$ cat config.mk
export PLATFORM = sky130hd
export DESIGN_NAME = cnn_layer_seq
export DESIGN_NICKNAME = d
export VERILOG_FILES = /design/src/rtl/cnn_layer_seq_pkg.sv /design/src/rtl/cnn_layer_seq_loop_cnt.sv /design/src/rtl/cnn_layer_seq.sv
export SDC_FILE = /design/constraint.sdc
export NUM_CORES = 1
export LEC_CHECK = 0
export CORE_ASPECT_RATIO = 1.25
export CORE_MARGIN = 3
export CORE_UTILIZATION = 49
export DETAILED_ROUTE_END_ITERATION = 10
export HOLD_SLACK_MARGIN = 0.15
export PLACE_DENSITY = 0.85
export SYNTH_ARGS = -nofsm -noshare
export SYNTH_HDL_FRONTEND = slang
export SYNTH_SLANG_ARGS = --single-unit
$ cat constraint.sdc
create_clock -name clk -period 2.9 [get_ports clk]
set_input_delay 0.87 -clock clk [delete_from_list [all_inputs] [get_ports clk]]
set_output_delay 0.87 -clock clk [all_outputs]
set_load 0.05 [all_outputs]
$ cat src/rtl/cnn_layer_seq_pkg.sv
// Shared definitions for the CNN layer sequencer: FSM state encoding,
// default parameter values and the stride-2 output-position helper.
package cnn_layer_seq_pkg;

    localparam int W_SIZE_DEF    = 12;
    localparam int W_CHANNEL_DEF = 8;
    localparam int W_DRAIN_DEF   = 4;
    localparam int DRAIN_CYC_DEF = 6;

    // 3-bit state encoding kept as plain constants so older code can share it
    localparam logic [2:0] ST_IDLE  = 3'd0;
    localparam logic [2:0] ST_LOAD  = 3'd1;
    localparam logic [2:0] ST_CSYNC = 3'd2;
    localparam logic [2:0] ST_DATA  = 3'd3;
    localparam logic [2:0] ST_DRAIN = 3'd4;
    localparam logic [2:0] ST_PSYNC = 3'd5;
    localparam logic [2:0] ST_DONE  = 3'd6;

    // With stride 2 only even row / even col positions produce an output pixel
    function automatic logic stride_hit(input logic stride2, input logic row_lsb, input logic col_lsb);
        return (!stride2) || ((row_lsb == 1'b0) && (col_lsb == 1'b0));
    endfunction

endpackage

$ cat src/rtl/cnn_layer_seq_loop_cnt.sv
// Three-level nested position counter (col fastest, then chn, then row).
// Each enabled cycle is one beat; wrap happens only at the latched limits.
module cnn_layer_seq_loop_cnt
    import cnn_layer_seq_pkg::*;
#(
    parameter int W_SIZE    = W_SIZE_DEF,
    parameter int W_CHANNEL = W_CHANNEL_DEF
) (
    input  logic                 clk,
    input  logic                 rst,
    input  logic                 en,
    input  logic                 clr,
    input  logic [W_SIZE-1:0]    width,
    input  logic [W_SIZE-1:0]    height,
    input  logic [W_CHANNEL-1:0] channel,
    output logic [W_SIZE-1:0]    col,
    output logic [W_SIZE-1:0]    row,
    output logic [W_CHANNEL-1:0] chn,
    output logic                 last_col,
    output logic                 last_row,
    output logic                 last_chn,
    output logic                 frame_end
);

    logic [W_SIZE-1:0]    col_r;
    logic [W_SIZE-1:0]    row_r;
    logic [W_CHANNEL-1:0] chn_r;

    assign last_col  = (col_r == (width   - W_SIZE'(1)));
    assign last_row  = (row_r == (height  - W_SIZE'(1)));
    assign last_chn  = (chn_r == (channel - W_CHANNEL'(1)));
    assign frame_end = en && last_col && last_chn && last_row;
    assign col = col_r;
    assign row = row_r;
    assign chn = chn_r;

    // Advance col, carrying into chn and then row; the final beat clears all three
    always_ff @(posedge clk or posedge rst) begin
        if (rst) begin
            col_r <= '0;
            row_r <= '0;
            chn_r <= '0;
        end else if (clr) begin
            col_r <= '0;
            row_r <= '0;
            chn_r <= '0;
        end else if (en) begin
            if (last_col) begin
                col_r <= '0;
                if (last_chn) begin
                    chn_r <= '0;
                    if (last_row) begin
                        row_r <= '0;
                    end else begin
                        row_r <= row_r + W_SIZE'(1);
                    end
                end else begin
                    chn_r <= chn_r + W_CHANNEL'(1);
                end
            end else begin
                col_r <= col_r + W_SIZE'(1);
            end
        end
    end

endmodule

$ cat src/rtl/cnn_layer_seq.sv
// CNN layer sequencer: walks one layer per output-channel tile through
// LOAD -> CSYNC -> DATA -> DRAIN, then PSYNC and a one-cycle done pulse.
module cnn_layer_seq
    import cnn_layer_seq_pkg::*;
#(
    parameter int W_SIZE    = W_SIZE_DEF,
    parameter int W_CHANNEL = W_CHANNEL_DEF,
    parameter int W_DRAIN   = W_DRAIN_DEF,
    parameter int DRAIN_CYC = DRAIN_CYC_DEF
) (
    input  logic                 clk,
    input  logic                 rst,
    input  logic [W_SIZE-1:0]    q_width,
    input  logic [W_SIZE-1:0]    q_height,
    input  logic [W_CHANNEL-1:0] q_channel,
    input  logic [W_CHANNEL-1:0] q_channel_out,
    input  logic                 q_stride2,
    input  logic                 q_start,
    input  logic                 i_stall,
    input  logic                 fb_load_ack,
    input  logic                 pe_csync_done,
    input  logic                 pb_sync_done,
    output logic                 o_busy,
    output logic                 o_fb_load_req,
    output logic                 o_ctrl_csync_run,
    output logic                 o_ctrl_data_run,
    output logic                 o_ctrl_psync_run,
    output logic                 o_out_valid,
    output logic                 o_layer_done,
    output logic                 o_is_first_row,
    output logic                 o_is_last_row,
    output logic                 o_is_first_col,
    output logic                 o_is_last_col,
    output logic                 o_is_first_chn,
    output logic                 o_is_last_chn,
    output logic [W_SIZE-1:0]    o_row,
    output logic [W_SIZE-1:0]    o_col,
    output logic [W_CHANNEL-1:0] o_chn,
    output logic [W_CHANNEL-1:0] o_chn_out
);

    logic [2:0]           state_r;
    logic [2:0]           state_nxt_s;
    logic [W_SIZE-1:0]    width_r;
    logic [W_SIZE-1:0]    height_r;
    logic [W_CHANNEL-1:0] channel_r;
    logic [W_CHANNEL-1:0] channel_out_r;
    logic                 stride2_r;
    logic [W_DRAIN-1:0]   drain_r;
    logic [W_CHANNEL-1:0] chn_out_r;
    logic [W_SIZE-1:0]    row_s;
    logic [W_SIZE-1:0]    col_s;
    logic [W_CHANNEL-1:0] chn_s;
    logic                 last_col_s;
    logic                 last_row_s;
    logic                 last_chn_s;
    logic                 frame_end_s;
    logic                 beat_s;
    logic                 start_s;
    logic                 cfg_zero_s;
    logic                 last_cout_s;
    logic                 drain_end_s;

    assign start_s     = (state_r == ST_IDLE) && q_start;
    assign beat_s      = (state_r == ST_DATA) && !i_stall;
    assign cfg_zero_s  = (q_width == '0) || (q_height == '0) ||
                         (q_channel == '0) || (q_channel_out == '0);
    assign last_cout_s = (chn_out_r == (channel_out_r - W_CHANNEL'(1)));
    assign drain_end_s = (state_r == ST_DRAIN) && (drain_r == W_DRAIN'(1));

    cnn_layer_seq_loop_cnt #(
        .W_SIZE    (W_SIZE),
        .W_CHANNEL (W_CHANNEL)
    ) u_loop_cnt (
        .clk       (clk),
        .rst       (rst),
        .en        (beat_s),
        .clr       (start_s),
        .width     (width_r),
        .height    (height_r),
        .channel   (channel_r),
        .col       (col_s),
        .row       (row_s),
        .chn       (chn_s),
        .last_col  (last_col_s),
        .last_row  (last_row_s),
        .last_chn  (last_chn_s),
        .frame_end (frame_end_s)
    );

    // Next-state decode; handshakes are only looked at in their own state
    always_comb begin
        state_nxt_s = state_r;
        case (state_r)
            ST_IDLE: begin
                if (q_start) begin
                    state_nxt_s = cfg_zero_s ? ST_DONE : ST_LOAD;
                end else begin
                    state_nxt_s = ST_IDLE;
                end
            end
            ST_LOAD: begin
                if (fb_load_ack) begin
                    state_nxt_s = ST_CSYNC;
                end else begin
                    state_nxt_s = ST_LOAD;
                end
            end
            ST_CSYNC: begin
                if (pe_csync_done) begin
                    state_nxt_s = ST_DATA;
                end else begin
                    state_nxt_s = ST_CSYNC;
                end
            end
            ST_DATA: begin
                if (frame_end_s) begin
                    state_nxt_s = ST_DRAIN;
                end else begin
                    state_nxt_s = ST_DATA;
                end
            end
            ST_DRAIN: begin
                if (drain_r == W_DRAIN'(1)) begin
                    state_nxt_s = last_cout_s ? ST_PSYNC : ST_LOAD;
                end else begin
                    state_nxt_s = ST_DRAIN;
                end
            end
            ST_PSYNC: begin
                if (pb_sync_done) begin
                    state_nxt_s = ST_DONE;
                end else begin
                    state_nxt_s = ST_PSYNC;
                end
            end
            ST_DONE: begin
                state_nxt_s = ST_IDLE;
            end
            default: begin
                state_nxt_s = ST_IDLE;
            end
        endcase
    end

    // State register
    always_ff @(posedge clk or posedge rst) begin
        if (rst) begin
            state_r <= ST_IDLE;
        end else begin
            state_r <= state_nxt_s;
        end
    end

    // Shadow copy of the layer configuration, captured only on an accepted start
    always_ff @(posedge clk or posedge rst) begin
        if (rst) begin
            width_r       <= '0;
            height_r      <= '0;
            channel_r     <= '0;
            channel_out_r <= '0;
            stride2_r     <= 1'b0;
        end else if (start_s) begin
            width_r       <= q_width;
            height_r      <= q_height;
            channel_r     <= q_channel;
            channel_out_r <= q_channel_out;
            stride2_r     <= q_stride2;
        end
    end

    // Drain countdown after the last beat of a tile, and the output-channel tile index
    always_ff @(posedge clk or posedge rst) begin
        if (rst) begin
            drain_r   <= '0;
            chn_out_r <= '0;
        end else begin
            if (frame_end_s) begin
                drain_r <= W_DRAIN'(DRAIN_CYC);
            end else if ((state_r == ST_DRAIN) && (drain_r != '0)) begin
                drain_r <= drain_r - W_DRAIN'(1);
            end
            if (start_s) begin
                chn_out_r <= '0;
            end else if (drain_end_s) begin
                chn_out_r <= last_cout_s ? '0 : (chn_out_r + W_CHANNEL'(1));
            end
        end
    end

    assign o_busy           = (state_r != ST_IDLE);
    assign o_fb_load_req    = (state_r == ST_LOAD);
    assign o_ctrl_csync_run = (state_r == ST_CSYNC);
    assign o_ctrl_data_run  = beat_s;
    assign o_ctrl_psync_run = (state_r == ST_PSYNC);
    assign o_layer_done     = (state_r == ST_DONE);
    assign o_out_valid      = beat_s && stride_hit(stride2_r, row_s[0], col_s[0]);
    assign o_is_first_row   = (row_s == '0);
    assign o_is_first_col   = (col_s == '0);
    assign o_is_first_chn   = (chn_s == '0);
    assign o_is_last_row    = last_row_s;
    assign o_is_last_col    = last_col_s;
    assign o_is_last_chn    = last_chn_s;
    assign o_row            = row_s;
    assign o_col            = col_s;
    assign o_chn            = chn_s;
    assign o_chn_out        = chn_out_r;

endmodule

==> flow_results.org, run 1 <==
** Power
- Cell internal power was estimated by the tool at 2.35 mW.
- IR analysis of the VDD net gives a maximum drop of 0.247 mV.
- Fraction of power consumed by combinational cells :: 0.174
- The analysis attributes to net switching a power of 0.871 mW.
- For this design the ratio of total power to cell area is 392 nW/um^2.
- Switch share :: 0.271
- Of the total power, the clock network draws 0.416.
- In this run the static leakage power is 3.58 nW.
- The share of total power dissipated in sequential elements is 0.410.

** Placed design
- Before CTS, the worst setup slack after placement is -185 ps.
- Weighted congestion reported at the end of routability-driven placement :: 0.844
- The wire-length estimate of the detail-placed layout is 12200 um.
- Buffers placed on the I/O ports in this run total 100.

** GRT
- First-pass GRT wire length :: 29000 um
- Entering global routing, the biggest net connects 89 pins.
- Number of antenna violations at the first check in global routing :: 0
- Grt ovf :: 0
- Vias in the first global route :: 6189
- Aggregate global-route resource usage :: 0.264

** Cells and area
- In the final layout, the multi-input gates occupy 3790 um^2.
- Nets@finish :: 905
- For this run, the share of the core covered by cells in the final layout is 0.703.
- Registers take 2220 um^2.
- Of the cells placed in the final design, the portion with a size suffix greater than 1 is 0.193.
- Area added between synthesis and finish :: 39.0%
- The filler cells instantiated in the layout total 883.
- The number of antenna diodes in the final layout is 0.

** Timing
- At the pin with the least slew margin, the transition time is 645 ps.
- Total of endpoints with negative setup slack in the final report :: 3
- Based on the critical path, the design can be clocked at up to 306 MHz.
- In the finished design, the share of the clock period the worst path needs comes to 1.13.
- Number of failing hold endpoints at the final stage :: 0
- Between clock sinks in the finished design, the worst skew comes to 7.66 ps.
- The number of pins with negative max-slew slack in the final report is 0.
- Setup repair after global routing could not meet its margin everywhere.
- Crit path time final :: 3260 ps
- In the post-route analysis, the smallest setup slack over all paths is -364 ps.
- Sum of negative setup slack :: -576 ps
- Measured against its own limit, the worst slew margin works out to 0.567.

** Floorplanning
- Total core area :: 11700 um^2
- DIE AREA :: 13400 um^2
- # rows :: 44
- Initial cell density of the core :: 0.506
- Die Height :: 129 um
- The floorplan step set the die width to 104 um.
- # IOs :: 101

** Route
- After detailed routing, the number of remaining DRC violations is 0.
- Before antenna repair, the detailed router went through 5 iterations.
- The count of nets left with antenna violations once routing finished came out at 0.
- Summing over every cut layer, the via total after detailed routing is 6024.
- For this block, the initial DRC count from the detailed router was 379.
- After detailed routing, the average wire length per cell comes to 17.7 um.
- After detailed routing, the number of vias per cell comes to 5.97.
- Wires add up to 17900 um.

** Logic synthesis
- Synthesis produced 704 cells.
- Flip-flop and latch count after synthesis :: 88
- The Yosys step of the flow raised 0 warnings.
- Cell area after synthesis :: 5900 um^2
- Synthesis produced a netlist with a net count of 766.
- Fraction of the yosys area taken by sequential cells :: 0.373
- Post-Syn Area per Cell :: 8.39 um^2
- After synthesis, the netlist uses 67 different library cells.
- Among all flip-flop cells after synthesis, the most frequent one is dfrtp_1.
- In the synthesized netlist the async set-or-reset flop fraction comes to 1.00.
- In this run, synthesis inferred 0 flip-flops with an integrated enable.

** Outcome
- Failing checks :: setup timing
- The flow ran to the end, but the final reports show violations.

** Clocking
- Sink Count :: 88
- Clock tree synthesis selected as its root buffer the cell clkbuf_16.
- Largest buffer count on any clock path :: 2
- Clock transition time at the flip-flop clock pins of the worst setup and hold paths :: 60 ps
- Count of H-tree levels built during CTS :: 3
- TritonCTS clock tree :: built
- Counting the buffers created by CTS gives 9.
- For the worst-skew pair, the clock arrives at the later sink with an insertion delay of 350 ps.

** Hold path
- Min-delay src :: stride2_r
- The worst hold path was traced through 2 stages.
- Worst Hold End :: stride2_r
- The path class of the tightest hold or removal check is reg2reg.

** Critical path
- The worst register-to-register path ends at u_loop_cnt.row[11].
- Counting cells, the worst reg-to-reg path comes to 11.
- Reg2Reg Setup Slack :: 60 ps
- The critical path is of the reg2out type.
- STA puts the critical path data arrival time at 2390 ps.
- The most critical setup path has its startpoint at height_r[1].
- Required time of the critical path :: 2030 ps
- The worst setup path is launched from a flip-flop.
- Maximum net fanout on the critical path :: 7
- Worst r2r src :: height_r[1]
- The worst setup path is captured at an output pin.

** Run
- Number of max-capacitance violations reported :: 0
-- power groups by stage --
stage / Sequential, mW / Clock, mW / Combinational [mW]
4_1_cts: 1.32 / 1.35 / 0.554
3_3_place_gp: 1.33 / 0 / 0.518
3_5_place_dp: 1.34 / 0 / 0.530
5_1_grt: 1.32 / 1.40 / 0.600
6_report: 1.32 / 1.34 / 0.560
2_1_floorplan: 1.43 / 0 / 0.208
-- repair_timing --
item | CTS | global route
buffers inserted | 16 | 5
endpoints found under the setup margin | 14 | 26
gates cloned | 0 | 1
hold buffers | 0 | 0
resized for setup | 27 | 27
pin swaps | 11 | 7
-- layer usage --
| layer | part of all wire | GRT usage | vias up |
|---|---|---|---|
| met5 | 0 | 0 | - |
| met4 | 0.042 | 0.148 | 0 |
| met3 | 0.059 | 0.0527 | 60 |
| met2 | 0.52 | 0.475 | 257 |
| met1 | 0.37 | 0.293 | 2940 |
| li1 | - | - | 2767 |
-- logic make-up after synthesis --
kind of cell,synth area share
and+or+nand+nor,0.311
AOI/OAI and AO/OA,0.161
DFF,0.373
buffers and inverters,0.0405
xor gates and xnor gates,0.0831
adders and majority gates,0.0297
muxes,0.00170
-- critical path, stage by stage (launching register included) --
cell and delay, ps:
dfrtp_1 400, inv_1 120, ha_4 180, xnor2_1 130
a31oi_1 140, a2111oi_2 400, o211ai_1 230, a211oi_4 280
buf_12 180
-- final cells by class --
| type | instances | area share |
|---|---|---|
| multi-input combinational | 558 | 0.462 |
| timing repair buffer | 162 | 0.191 |
| sequential | 88 | 0.270 |
| tap | 161 | 0.0246 |
| clock buffer | 10 | 0.0279 |
| inverter | 24 | 0.0114 |
| clock inverter | 6 | 0.0131 |
-- how the worst max path moves through the flow --
| stage | endpoint | slack, ps | cells after the start |
|---|---|---|---|
| global route | o_is_last_row | -500 | 6 |
| finish | o_is_last_row | -360 | 8 |
| global placement | o_is_last_row | -70 | 6 |
| detailed placement | o_is_last_row | -190 | 6 |
| CTS | o_is_last_row | -340 | 8 |
| floorplan | o_is_last_row | -310 | 6 |
-- synth_stat cells (all sizes together), types with 4 or more instances --
cell type,instances,area (um^2)
o22ai,5,31.3
a31oi,9,56.3
nor2b,6,37.5
nand2b,17,106
nand3b,8,60.1
xor2,23,201
a2111oi,10,115
or2,9,56.3
nand4,4,25.0
a211oi,7,70.1
a21oi,10,53.8
o2bb2ai,4,35.0
buf,4,32.5
and3,10,62.6
ha,14,175
dfrtp,88,2200
nand3,29,145
nor3,21,125
clkbuf,31,116
o211ai,6,50.1
a22o,5,43.8
nor4,26,214
o21ai,32,160
inv,24,90.1
a21o,17,128
or3,10,62.6
nand2,156,586
xnor2,33,289
nor3b,11,82.6
nor2,33,124
-- stage by stage --
stage	total power, mW	std cells	instance area, um^2	hold slack (ps)
final	3.22	1009	8210	494
after CTS	3.22	1003	8030	499
after global routing	3.32	1009	8210	527
after floorplan	1.64	704	6020	446
after global placement	1.85	971	7450	461
after detailed placement	1.87	971	7450	477
-- sequential cells by signal (all words and copies together) (netlist names) --
register	flops
channel_out_r	8
channel_r	8
drain_r	4
height_r	12
o_chn_out	8
state_r	3
stride2_r	1
u_loop_cnt.chn	8
u_loop_cnt.col	12
u_loop_cnt.row	12
width_r	12
-- placed cells by master, fill, tap and decap left out, types with 9 or more instances in the layout --
cell type,synthesis,final
xnor2_1,33,33
nand2b_1,17,17
clkbuf_16,0,9
inv_1,24,18
buf_12,0,9
dfrtp_2,0,12
or3_1,10,10
a21o_1,17,17
a21oi_1,9,9
nor2_1,33,30
buf_4,0,60
clkdlybuf4s50_1,0,89
nand3_1,29,28
nor4_1,22,17
dfrtp_1,88,76
nor3b_1,11,9
o21ai_0,30,29
and3_1,10,10
xor2_1,23,23
nand2_1,156,155
nor3_1,17,14
ha_1,14,11
(Power assumes the default switching activity.)
==> inputs of run 2 (changes only) <==
--- a/config.mk
+++ b/config.mk
@@ -11,6 +11,8 @@
 export DETAILED_ROUTE_END_ITERATION = 10
 export HOLD_SLACK_MARGIN = 0.15
 export PLACE_DENSITY = 0.85
+export SETUP_SLACK_MARGIN = 0.5
+export SKIP_CTS_REPAIR_TIMING = 1
 export SYNTH_ARGS = -nofsm -noshare
 export SYNTH_HDL_FRONTEND = slang
 export SYNTH_SLANG_ARGS = --single-unit
==> run 2 against run 1 <==
  * The run still ends with setup timing left
  * Final cell count is 3.4% higher
  * Largest power group is now sequential cells
  * Worst setup slack better by 61 ps
  * Power is 0.82% higher
  * Critical path type unchanged
  * Cell area is 11% higher
  * Largest cell class unchanged
  * Utilization is 7.9 points higher
  * Via count is 11% higher
==> flow_results.org, run 2 (synthesis results as in run 1) <==
** Critical path
- The setup path with the least slack is of type reg2out.
- The endpoint identified for the worst register-to-register timing path is state_r[1].
- The required time reported for the critical path endpoint was 2030 ps (about the same).
- In this run the worst setup path terminates at o_is_last_row.
- The startpoint identified for the worst register-to-register timing path is width_r[0].
- Maximum net fanout on the critical path :: 7 (unchanged)
- STA classifies the critical path startpoint as a flip-flop.
- Reg2Reg Setup Slack :: 0 ps (-60 ps)
- The data arrival time at the worst-slack endpoint is 2330 ps (-60 ps).
- FF-to-FF path depth :: 11 (unchanged)
- Tracing the worst setup path back leads to its startpoint at height_r[0].
- STA classifies the critical path endpoint as an output pin.

** Timing
- The setup slack after layout came to -304 ps (+60.8 ps).
- The total of endpoints with negative setup slack in the final report was 5 (+2).
- Least-Margin Pin Slew :: 711 ps (+66.1 ps)
- Setup repair after global routing could not meet its margin everywhere.
- Number of failing hold endpoints at the final stage :: 0 (unchanged)
- Relative max-transition margin :: 0.523 (-0.0443)
- Clock Skew :: 11.7 ps (+4.01 ps)
- The total negative slack for setup checks was -720 ps (-144 ps).
- The final clock period utilization by the worst path is 1.10 (-0.0210).
- Max frequency :: 312 MHz (+1.9%)
- The clock period minus worst slack is 3200 ps (-60.8 ps).
- The worst-case hold slack came to 538 ps (+43.2 ps).
- The number of pins with negative max-slew slack in the final report came to 0 (unchanged).

** Clocking
- Clock transition time at the flip-flop clock pins of the worst setup and hold paths :: 70 ps (about the same)
- Count of H-tree levels built during CTS :: 3 (unchanged)
- The maximum number of buffers from clock root to sink was 2 (unchanged).
- The total clock buffers created by CTS came to 9 (unchanged).
- Insertion delay of the later-clocked pin in the worst-skew pair :: 360 ps (about the same)
- TritonCTS clock tree :: built
- Sink Count :: 88 (unchanged)
- Clock root buffer master :: clkbuf_16

** Power
- The static power due to leakage is 4.40 nW (+23%).
- Power Density :: 355 nW/um^2 (-9.4%)
- Total power after layout :: 3.25 mW (+0.82%)
- The maximum ir drop on the vdd rail came to 0.411 mV (+66%).

** Route
- The first-iteration detailed-routing DRC count is 609 (+61%).
- Average detailed-routed wire length per instance :: 22.1 um (+24%)
- The total vias in the final route was 6708 (+11%).
- The total routed wirelength came to 23000 um (+29%).
- Antenna-violating nets left :: 0 (unchanged)
- Ratio of routed vias to standard cells :: 6.43 (+7.7%)
- The DRC violation count after routing is 0 (unchanged).
- Detailed-router iteration count before antenna repair :: 6 (+1)

** Floorplanning
- The starting density of the core is 0.506 (unchanged).
- The site row count is 44 (unchanged).
- The total core area is 11700 um^2 (unchanged).
- Die Height :: 129 um (unchanged)
- The horizontal extent of the die was 104 um (unchanged).
- DIE AREA :: 13400 um^2 (unchanged)
- The I/O pin count came to 101 (unchanged).

** Hold path
- Hold depth :: 2 (unchanged)
- The min-delay analysis places its worst path in the category reg2reg.

** Cells and area
- The number of antenna repair diodes is 0 (unchanged).
- Area added between synthesis and finish :: 54.7%
- Leaving out fill and tap cells, the most frequent cell in the layout is nand2_1.
- Nets@finish :: 939 (+3.8%)
- The final cell count without fillers is 1043 (+3.4%).
- Commonest non-fill, non-tap cells in the layout :: nand2_1, buf_4, dfrtp_1
- The ratio of cells with drive above 1 in the final layout was 0.307 (+0.114).

** Outcome
- Run status :: complete, but fails checks
- The checks that failed: setup timing.

** Placed design
- The cell count after placement is 973 (+0.21%).
- HPWL Detailed :: 13100 um (+7.6%)
- Weighted congestion reported at the end of routability-driven placement :: 0.994 (+18%)
- Number of buffer cells added on primary ports :: 100 (unchanged)

** GRT
- Aggregate global-route resource usage :: 0.269 (+0.00558)
- The largest net degree at the start of global routing came to 37 (-58%).
- Grt ovf :: 0 (unchanged)
- Number of antenna violations at the first check in global routing :: 0 (unchanged)
- The number of global-route vias before repair came to 6094 (-1.5%).
- The first-pass GRT wire length was 29300 um (+1.2%).

** Run
- Number of max-capacitance violations reported :: 0 (unchanged)
-- run 2: cell types whose count changed in the layout (fill, tap and decap cells not counted), moves of 6 or more --
| cell | before | now |
|---|---|---|
| clkdlybuf4s50_1 | 89 | 46 |
| dlymetal6s2s_1 | 1 | 41 |
| o21ai_0 | 29 | 20 |
| buf_4 | 60 | 72 |
| a2111oi_4 | 3 | 9 |
| dfrtp_1 | 76 | 55 |
| buf_6 | 3 | 18 |
| dfrtp_2 | 12 | 33 |
-- run 2: metal layers --
metal  routed length [um]  part of all wire  vias to the layer above  global-route usage
met5                    0                 0                        -                   0
li1                     -                 -                     2833                   -
met2                11300              0.49                      489               0.475
met3                 1750             0.076                      159              0.0331
met4                 1590             0.069                        0               0.164
met1                 8400              0.36                     3227               0.316
-- run 2: cell type report --
cell class,count,area (um^2)
clock inverters,5,82.6
flip-flops and latches,88,2240
fillers,669,2540
multi-input cells,557,4210
inverters,24,103
clock buffers,11,233
well taps,161,201
repair buffers,197,2060
-- run 2: metrics by stage --
stage | setup slack, ps | area (um^2) | utilization
global placement | 4.38 | 7780 | 0.667
global route | -429 | 9130 | 0.782
CTS | -477 | 8100 | 0.694
finish | -304 | 9130 | 0.782
floorplan | -90.5 | 6440 | -
detailed placement | -97.8 | 7780 | 0.667
-- run 2: worst min path at each step --
| stage | start | endpoint |
|---|---|---|
| global placement | stride2_r | stride2_r |
| detailed placement | stride2_r | stride2_r |
| floorplan | stride2_r | stride2_r |
| CTS | stride2_r | stride2_r |
| finish | stride2_r | stride2_r |
| global route | stride2_r | stride2_r |
-- run 2: worst max-delay path: stages, from the launching register on --
cell and delay, ps:
dfrtp_1 380, inv_1 120, ha_4 200, xnor2_1 160, a31oi_1 120, a2111oi_2 360
o211ai_1 220, a211oi_4 250, buf_12 170
-- run 2: power breakdown --
part           leakage (nW)  internal (mW)  total [mW]  switching [mW]
Combinational          3.19          0.271       0.610           0.339
Sequential             1.06           1.26        1.35          0.0871
Clock                 0.154          0.758        1.29           0.527
Total                  4.40           2.29        3.25           0.953
==> inputs of run 3 (changes only) <==
--- a/config.mk
+++ b/config.mk
@@ -5,11 +5,12 @@
 export SDC_FILE = /design/constraint.sdc
 export NUM_CORES = 1
 export LEC_CHECK = 0
+export CAP_MARGIN = 20
 export CORE_ASPECT_RATIO = 1.25
 export CORE_MARGIN = 3
 export CORE_UTILIZATION = 49
 export DETAILED_ROUTE_END_ITERATION = 10
-export HOLD_SLACK_MARGIN = 0.15
+export HOLD_SLACK_MARGIN = 0.02
 export PLACE_DENSITY = 0.85
 export SETUP_SLACK_MARGIN = 0.5
 export SKIP_CTS_REPAIR_TIMING = 1
==> results of run 3 <==
Same layout as run 2: the final DEF is identical, and so are final timing and power.
